## src/rtl/reg_bus_guard.sv

```systemverilog
// rtl/reg_bus_guard.sv - single-outstanding register bus guard with window decode and timeout abort
`timescale 1ns/1ps

package reg_bus_guard_pkg;
    typedef struct packed {
        logic [31:0] addr;
        logic        write;
        logic [31:0] wdata;
        logic [3:0]  wstrb;
        logic        valid;
    } reg_req_t;

    typedef struct packed {
        logic [31:0] rdata;
        logic        error;
        logic        ready;
    } reg_rsp_t;
endpackage

module reg_bus_guard #(
    parameter int unsigned            ADDR_WIDTH = 32,
    parameter int unsigned            DATA_WIDTH = 32,
    parameter logic [ADDR_WIDTH-1:0]  BASE_ADDR  = '0,
    parameter logic [ADDR_WIDTH:0]    ADDR_SPAN  = 'h1000,
    parameter int unsigned            TIMEOUT    = 64,
    parameter logic [DATA_WIDTH-1:0]  ERR_DATA   = 'hBADCAB1E,
    parameter type                    reg_req_t  = reg_bus_guard_pkg::reg_req_t,
    parameter type                    reg_rsp_t  = reg_bus_guard_pkg::reg_rsp_t
) (
    input  logic        clk_i,
    input  logic        rst_i,
    input  reg_req_t    up_req_i,
    output reg_rsp_t    up_rsp_o,
    output reg_req_t    dn_req_o,
    input  reg_rsp_t    dn_rsp_i,
    output logic        decerr_o,
    output logic        timeout_o,
    output logic [15:0] timeout_cnt_o,
    output logic        busy_o
);

    localparam int unsigned OFF_W = $clog2(DATA_WIDTH / 8);
    localparam int unsigned CW    = (TIMEOUT > 1) ? $clog2(TIMEOUT) : 1;
    localparam logic [CW-1:0] WAIT_LAST = CW'(TIMEOUT - 1);

    typedef enum logic [1:0] {
        IDLE,
        FWD,
        DERR,
        TERM
    } state_e;

    state_e          state_q, state_d;
    reg_req_t        req_q, req_d;
    logic [CW-1:0]   wait_q, wait_d;
    logic [15:0]     tcnt_q, tcnt_d;

    logic [ADDR_WIDTH:0] addr_ext;
    logic [ADDR_WIDTH:0] win_lo;
    logic [ADDR_WIDTH:0] win_hi;
    logic                in_win;
    logic                misalign;

    // Window compare is one bit wider so BASE_ADDR+ADDR_SPAN cannot wrap.
    assign addr_ext = {1'b0, up_req_i.addr};
    assign win_lo   = {1'b0, BASE_ADDR};
    assign win_hi   = win_lo + ADDR_SPAN;
    assign in_win   = (addr_ext >= win_lo) && (addr_ext < win_hi);
    assign misalign = |up_req_i.addr[OFF_W-1:0];

    always_comb begin
        state_d        = state_q;
        req_d          = req_q;
        wait_d         = wait_q;
        tcnt_d         = tcnt_q;
        dn_req_o       = req_q;
        dn_req_o.valid = 1'b0;
        up_rsp_o       = '0;
        decerr_o       = 1'b0;
        timeout_o      = 1'b0;

        unique case (state_q)
            IDLE: begin
                if (up_req_i.valid) begin
                    req_d   = up_req_i;
                    wait_d  = '0;
                    state_d = (!in_win || misalign) ? DERR : FWD;
                end
            end
            FWD: begin
                dn_req_o.valid = 1'b1;
                // A ready arriving on the last wait cycle still completes normally.
                if (dn_rsp_i.ready) begin
                    up_rsp_o.ready = 1'b1;
                    up_rsp_o.error = dn_rsp_i.error;
                    up_rsp_o.rdata = dn_rsp_i.rdata;
                    state_d        = IDLE;
                end else if (wait_q == WAIT_LAST) begin
                    state_d = TERM;
                end else begin
                    wait_d = wait_q + 1'b1;
                end
            end
            DERR: begin
                up_rsp_o.ready = 1'b1;
                up_rsp_o.error = 1'b1;
                up_rsp_o.rdata = ERR_DATA;
                decerr_o       = 1'b1;
                state_d        = IDLE;
            end
            TERM: begin
                up_rsp_o.ready = 1'b1;
                up_rsp_o.error = 1'b1;
                up_rsp_o.rdata = ERR_DATA;
                timeout_o      = 1'b1;
                if (tcnt_q != 16'hFFFF) begin
                    tcnt_d = tcnt_q + 16'd1;
                end
                state_d = IDLE;
            end
            default: state_d = IDLE;
        endcase
    end

    always_ff @(posedge clk_i) begin
        if (rst_i) begin
            state_q <= IDLE;
            req_q   <= '0;
            wait_q  <= '0;
            tcnt_q  <= '0;
        end else begin
            state_q <= state_d;
            req_q   <= req_d;
            wait_q  <= wait_d;
            tcnt_q  <= tcnt_d;
        end
    end

    assign timeout_cnt_o = tcnt_q;
    assign busy_o        = (state_q != IDLE);

endmodule

```

## config.mk

```make
export PLATFORM = sky130hd
export DESIGN_NAME = reg_bus_guard
export DESIGN_NICKNAME = d
export VERILOG_FILES = /design/src/rtl/reg_bus_guard.sv
export SDC_FILE = /design/constraint.sdc
export NUM_CORES = 1
export LEC_CHECK = 0
export CAP_MARGIN = 20
export CELL_PAD_IN_SITES_DETAIL_PLACEMENT = 0
export CELL_PAD_IN_SITES_GLOBAL_PLACEMENT = 1
export CORE_ASPECT_RATIO = 1.1
export CORE_MARGIN = 8
export CORE_UTILIZATION = 27
export DETAILED_ROUTE_END_ITERATION = 6
export GPL_ROUTABILITY_DRIVEN = 0
export GPL_TIMING_DRIVEN = 0
export PLACE_DENSITY_LB_ADDON = 0.2
export SYNTH_ARGS = -nofsm -noshare
export SYNTH_HDL_FRONTEND = slang
export SYNTH_SLANG_ARGS = --single-unit
```

## constraint.sdc

```tcl
create_clock -name clk_i -period 2.89 [get_ports clk_i]
set_input_delay 0.578 -clock clk_i [delete_from_list [all_inputs] [get_ports clk_i]]
set_output_delay 0.578 -clock clk_i [all_outputs]
set_load 0.005 [all_outputs]
```

# Word-level counts from Yosys, hierarchy flattened
# Index checks and enable logic that the tools add are counted.
[classes] add_sub_neg=2 order_cmp=2 n_eq_ne=9 mux=14 reduce_logical=12
[op_table] op="one-hot mux 34 bit (2 select lines)" count=1
[op_table] op="2-to-1 mux 34 bit" count=1
[op_table] op="greater-or-equal comparator 32 x 1 -> 1 bit, second input constant" count=1
[op_table] op="< comparator 32 x 13 -> 1 bit, second input constant" count=1
[op_table] op="2-to-1 mux 6 bit" count=3
[op_table] op="adder 16 x 1 -> 16 bit, second input constant" count=1
[op_table] op="inequality test 16 bit, second input constant" count=1
[op_table] op="one-hot mux 6 bit (2 select lines)" count=1
[op_table] op="2-to-1 mux 2 bit" count=4
[op_table] op="adder 6 x 1 -> 6 bit, second input constant" count=1
[op_table] op="equality test 6 bit, second input constant" count=1
[op_table] op="inequality test 2 bit, second input constant" count=3
[op_table] op="one-hot mux 2 bit (3 select lines)" count=1
[op_table] op="AND reduction 2 bit" count=3
[op_table] op="equality test 2 bit, second input constant" count=2
[op_table] op="AND reduction 4 bit" count=1
[op_table] op="nonzero test 2 bit" count=2
[op_table] op="OR reduction 2 bit" count=2
[op_table] op="2-to-1 mux 1 bit" count=3
[op_table] op="inequality test 3 bit, second input constant" count=1
[op_table] op="equality test 2 x 1 -> 1 bit, second input constant" count=1
[op_table] op="zero test 2 bit" count=1
[op_table] op="logical AND 1 bit" count=1
[op_table] op="zero test 1 bit" count=1
[op_table] op="logical OR 1 bit" count=1
[word_totals] register_bits=93 out_inout_bits=123

# Logic depth before layout (Yosys ltp)
[logic_depth] depth_word=7 ltp_mapped=7

# Worst setup path after synthesis
# OpenSTA, ideal clock, no wires.
[synth_timing] path_type="input port to output port" startpoint="input dn_rsp_i[0] (netlist bit)" endpoint="output up_rsp_o[10] (netlist bit)" arrival_ns=1.141 setup_slack_ns=1.171 path_stages=3 cell_sequence="a21oi_1 -> clkbuf_1 -> nor2_1"
[synth_lines] element="from (decl)" line="35" source="input reg_rsp_t dn_rsp_i,"
[synth_lines] element="to (decl)" line="33" source="output reg_rsp_t up_rsp_o,"

==> impl_table.tex <==
\begin{tabular}{lr}
\hline
Metric & Value \\
\hline
\multicolumn{2}{l}{\textbf{STA}} \\
\quad Count of final hold-check violations & 0 \\
\quad Worst relative slew slack & 54.45\% \\
\quad Clock Skews & 10.17 ps \\
\quad Slew at the pin closest to its max-slew limit & 677.1 ps \\
\quad Worst hold slack after final layout & about 450 ps \\
\quad Period utilization & between 90\% and 100\% \\
\quad Final setup viols & 0 \\
\quad RSZ-0062 raised after global routing & false \\
\quad Final TNS setup & 0 ps \\
\quad Shortest period the worst path allows & around 2600 ps \\
\quad Maximum clock frequency & 0.3800 GHz \\
\quad Max-slew violation count & 0 \\
\quad Post-route worst setup slack & 258.7 ps \\
\multicolumn{2}{l}{\textbf{Place}} \\
\quad Total of buffers placed on input and output ports & 228 \\
\quad Post-DP HPWL & 11540 microns \\
\quad Placed cell count & 930 \\
\quad Worst setup slack after placement & -51.32 ps \\
\multicolumn{2}{l}{\textbf{Setup path}} \\
\quad Endpoint type of the worst setup path & primary output \\
\quad Beginning of the worst register-to-register path & state\_q[1]\$\_SDFFE\_PP0P\_ \\
\quad Worst setup slack for register-to-register paths & 980 ps \\
\quad Worst Setup Path Type & flip-flop to primary output \\
\quad Kind of start point of the critical path & flip-flop \\
\quad Depth of the worst register-to-register path & 6 \\
\quad Required time reported for the critical path endpoint & 2310 ps \\
\quad Max Fanout on Critical Path & 10 \\
\quad Data arrival time at the worst-slack endpoint & approximately 2000 ps \\
\quad FF-to-FF End & dn\_req\_o[67]\$\_SDFFE\_PP0P\_ \\
\multicolumn{2}{l}{\textbf{Detailed routing}} \\
\quad Number of DRC markers in iteration 0 & 235 \\
\quad Post-DR vias/cell & 4.489 \\
\quad Remaining number of nets flagged by the antenna check after routing & 0 \\
\quad Via count & 4247 \\
\quad Number of remaining DRC errors & 0 \\
\quad Routed wire length & 14450 microns \\
\quad DR WL/cell & 15.27 microns \\
\quad Iteration count of the initial detailed-routing pass & 4 \\
\multicolumn{2}{l}{\textbf{Floorplanning}} \\
\quad Die outline width & 130.3 microns \\
\quad Core outline area & 14220 sq um \\
\quad IO Pins & $\sim$230 \\
\quad Floorplan die height & 141.8 microns \\
\quad Die area & between 15000 and 20000 sq um \\
\quad Initial Utilization & between 20\% and 30\% \\
\quad Row count & 46 \\
\multicolumn{2}{l}{\textbf{Clock network}} \\
\quad Post-CTS Setup Bufs & 0 \\
\quad Number of buffers inserted by hold repair at cts & 0 \\
\quad Clock insertion delay at the later pin of the skew report & 350 ps \\
\quad Maximum clock insertion buffer count & 2 \\
\quad CTS Buf Count & 9 \\
\quad \# clock sinks & 93 \\
\quad TritonCTS clock tree & yes \\
\quad CTS root buffer & clkbuf\_16 \\
\quad CTS H-Tree Depth & 3 \\
\quad Quantity of gates resized following cts & 2 \\
\quad Clk slew on worst S/H paths & 60 ps \\
\multicolumn{2}{l}{\textbf{Cells and area}} \\
\quad Leading cell types in the layout, fill and taps excluded & 227 x clkdlybuf4s50\_1, 149 x nand2\_1, 93 x dfxtp\_1 \\
\quad Signed area change from the synthesized netlist to the final layout & 72.58\% \\
\quad Layout cell share with drive strength beyond 1 & 4.111\% \\
\quad Layout Cells excl Fill & 946 \\
\quad Number of nets in the final layout & 857 \\
\quad Number of antenna cells inserted & 0 \\
\quad Most common library cell in the layout ignoring fill and taps & clkdlybuf4s50\_1 \\
\multicolumn{2}{l}{\textbf{Logic synthesis}} \\
\quad Sequential element share of the synthesized area & about 48\% \\
\quad Cell area after technology mapping & 3882 sq um \\
\quad Combinational family with the most area after synthesis & simple AND/OR/NAND/NOR gates \\
\quad Area fraction in and, or, nand and nor cells after synthesis & 29.81\% \\
\quad Synthesized area per cell & 7.613 sq um \\
\quad Synth Area in Adders & less than 1\% \\
\quad Number of distinct library cells after synthesis & 30 \\
\quad XOR/XNOR share of the synthesized area & 3.609\% \\
\quad Yosys warns & 0 \\
\quad Synthesized instance count & 510 \\
\quad Area fraction in compound gates after synthesis & 12.73\% \\
\quad Post-synthesis net count & 618 \\
\quad Multiplexer fraction of the synthesized cell area & 0.7734\% \\
\quad Number of storage elements in the synthesis netlist & between 90 and 100 \\
\multicolumn{2}{l}{\textbf{Power and ir drop}} \\
\quad Leak & 2.466 nW \\
\quad Overall power of the completed layout & 2.990 mW \\
\quad Worst VDD drop & 248.4 uV \\
\quad Total power divided by cell area & between 400 and 500 nW/um\^{}2 \\
\multicolumn{2}{l}{\textbf{Global route}} \\
\quad Residual overflow from global routing & 0 \\
\quad Number of antenna violations at the first check in global routing & 0 \\
\quad Via count of the first global-routing pass & 4276 \\
\quad Largest net degree at the start of global routing & 17 \\
\quad Global-route wire length before repair & 22080 microns \\
\quad GRT Util Overall & 15.26\% \\
\multicolumn{2}{l}{\textbf{Run}} \\
\quad Max-Cap Viols & 0 \\
\multicolumn{2}{l}{\textbf{Worst hold path}} \\
\quad Hold wc startpoint & dn\_req\_o[23]\$\_SDFFE\_PP0P\_ \\
\quad Kind of path behind the tightest hold check & flip-flop to flip-flop \\
\quad Worst hold stages & 2 \\
\quad Worst-case hold path end point & dn\_req\_o[23]\$\_SDFFE\_PP0P\_ \\
\multicolumn{2}{l}{\textbf{Run status}} \\
\quad Result of the run & completed \\
\hline
\end{tabular}
[cell type report]
type                       count  area [sq um]
clock buffer                  10         239.0
sequential                    93          1862
tap                          192         240.2
clock inverter                 6         46.29
inverter                       5         18.77
multi-input combinational    376          1851
fill                        1419          7516
buffer                        36         158.9
timing repair buffer         228          2285
[layer usage]
metal	vias up	part of all wire (%)	GRT usage, %
met4	0	1.6	5.566
met1	1935	39	16.50
met2	129	50	26.72
met3	14	9.4	5.405
met5	-	0	0
li1	2169	-	-
[how the worst max path moves through the flow]
stage                                 start           end  slack [ps]  cells past startpoint
floorplan                       dn_rsp_i[0]  up_rsp_o[10]        1170                      3
global placement                dn_rsp_i[0]  up_rsp_o[10]         -30                      5
detailed placement              dn_rsp_i[0]  up_rsp_o[11]         -50                      5
CTS                 state_q[0]$_SDFFE_PP0P_  up_rsp_o[23]          60                      6
global route        state_q[0]$_SDFFE_PP0P_  up_rsp_o[32]          90                      6
finish              state_q[0]$_SDFFE_PP0P_  up_rsp_o[23]         260                      6
[synthesized netlist by cell type]
cell | instances | area, sq um
a2111oi_4 | 2 | 55.05
a211oi_1 | 1 | 7.510
a211oi_2 | 1 | 12.51
a21oi_1 | 78 | 390.4
a31o_2 | 1 | 8.760
and3_1 | 16 | 100.1
and4_1 | 3 | 26.28
buf_2 | 4 | 20.02
buf_6 | 2 | 22.52
clkbuf_1 | 30 | 112.6
dfxtp_1 | 93 | 1862
ha_1 | 2 | 25.02
inv_1 | 5 | 18.77
mux2i_1 | 3 | 30.03
nand2_1 | 149 | 559.3
nand2b_1 | 4 | 25.02
nand3_1 | 6 | 30.03
nand3b_1 | 1 | 7.510
nand4_1 | 10 | 62.56
nor2_1 | 59 | 221.5
nor2b_1 | 2 | 12.51
nor3_1 | 8 | 40.04
nor3b_1 | 2 | 15.01
nor4_1 | 7 | 43.79
o21ai_0 | 2 | 10.01
o32a_1 | 1 | 10.01
or2_2 | 1 | 6.260
or4_1 | 1 | 7.510
xnor2_1 | 12 | 105.1
xor2_1 | 4 | 35.03
[stage by stage]
stage	area [sq um]	util, %
2_1_floorplan	3882	-
3_3_place_gp	6405	45.05
3_5_place_dp	6405	45.05
4_1_cts	6693	47.08
5_1_grt	6700	47.13
6_report	6700	47.13
[logic make-up (layout without fill, tap and decap cells)]
| logic type | Yosys count | after routing |
|---|---|---|
| flops | 93 | 93 |
| xor+xnor | 16 | 16 |
| simple gates | 269 | 269 |
| fa+ha+maj | 2 | 2 |
| compound gates | 86 | 86 |
| mux | 3 | 3 |
| buf+inv | 41 | 285 |
[registers in the layout (all words and copies together), names as in the netlist]
| name | flops |
|---|---|
| dn_req_o | 69 |
| state_q | 2 |
| wait_q | 6 |
| timeout_cnt_o | 16 |
[critical path, cell delays in order, from the launching register on]
cell	delay, ps
dfxtp_1	300
buf_2	190
nand2b_1	120
inv_1	150
clkbuf_2	250
and3_1	190
clkdlybuf4s50_1	510
[power by group]
group	internal (mW)	switching (mW)
logic	0.294	0.197
registers	1.34	0.0287
clock network	0.610	0.522
No activity file was read; power rests on OpenSTA's default activity.
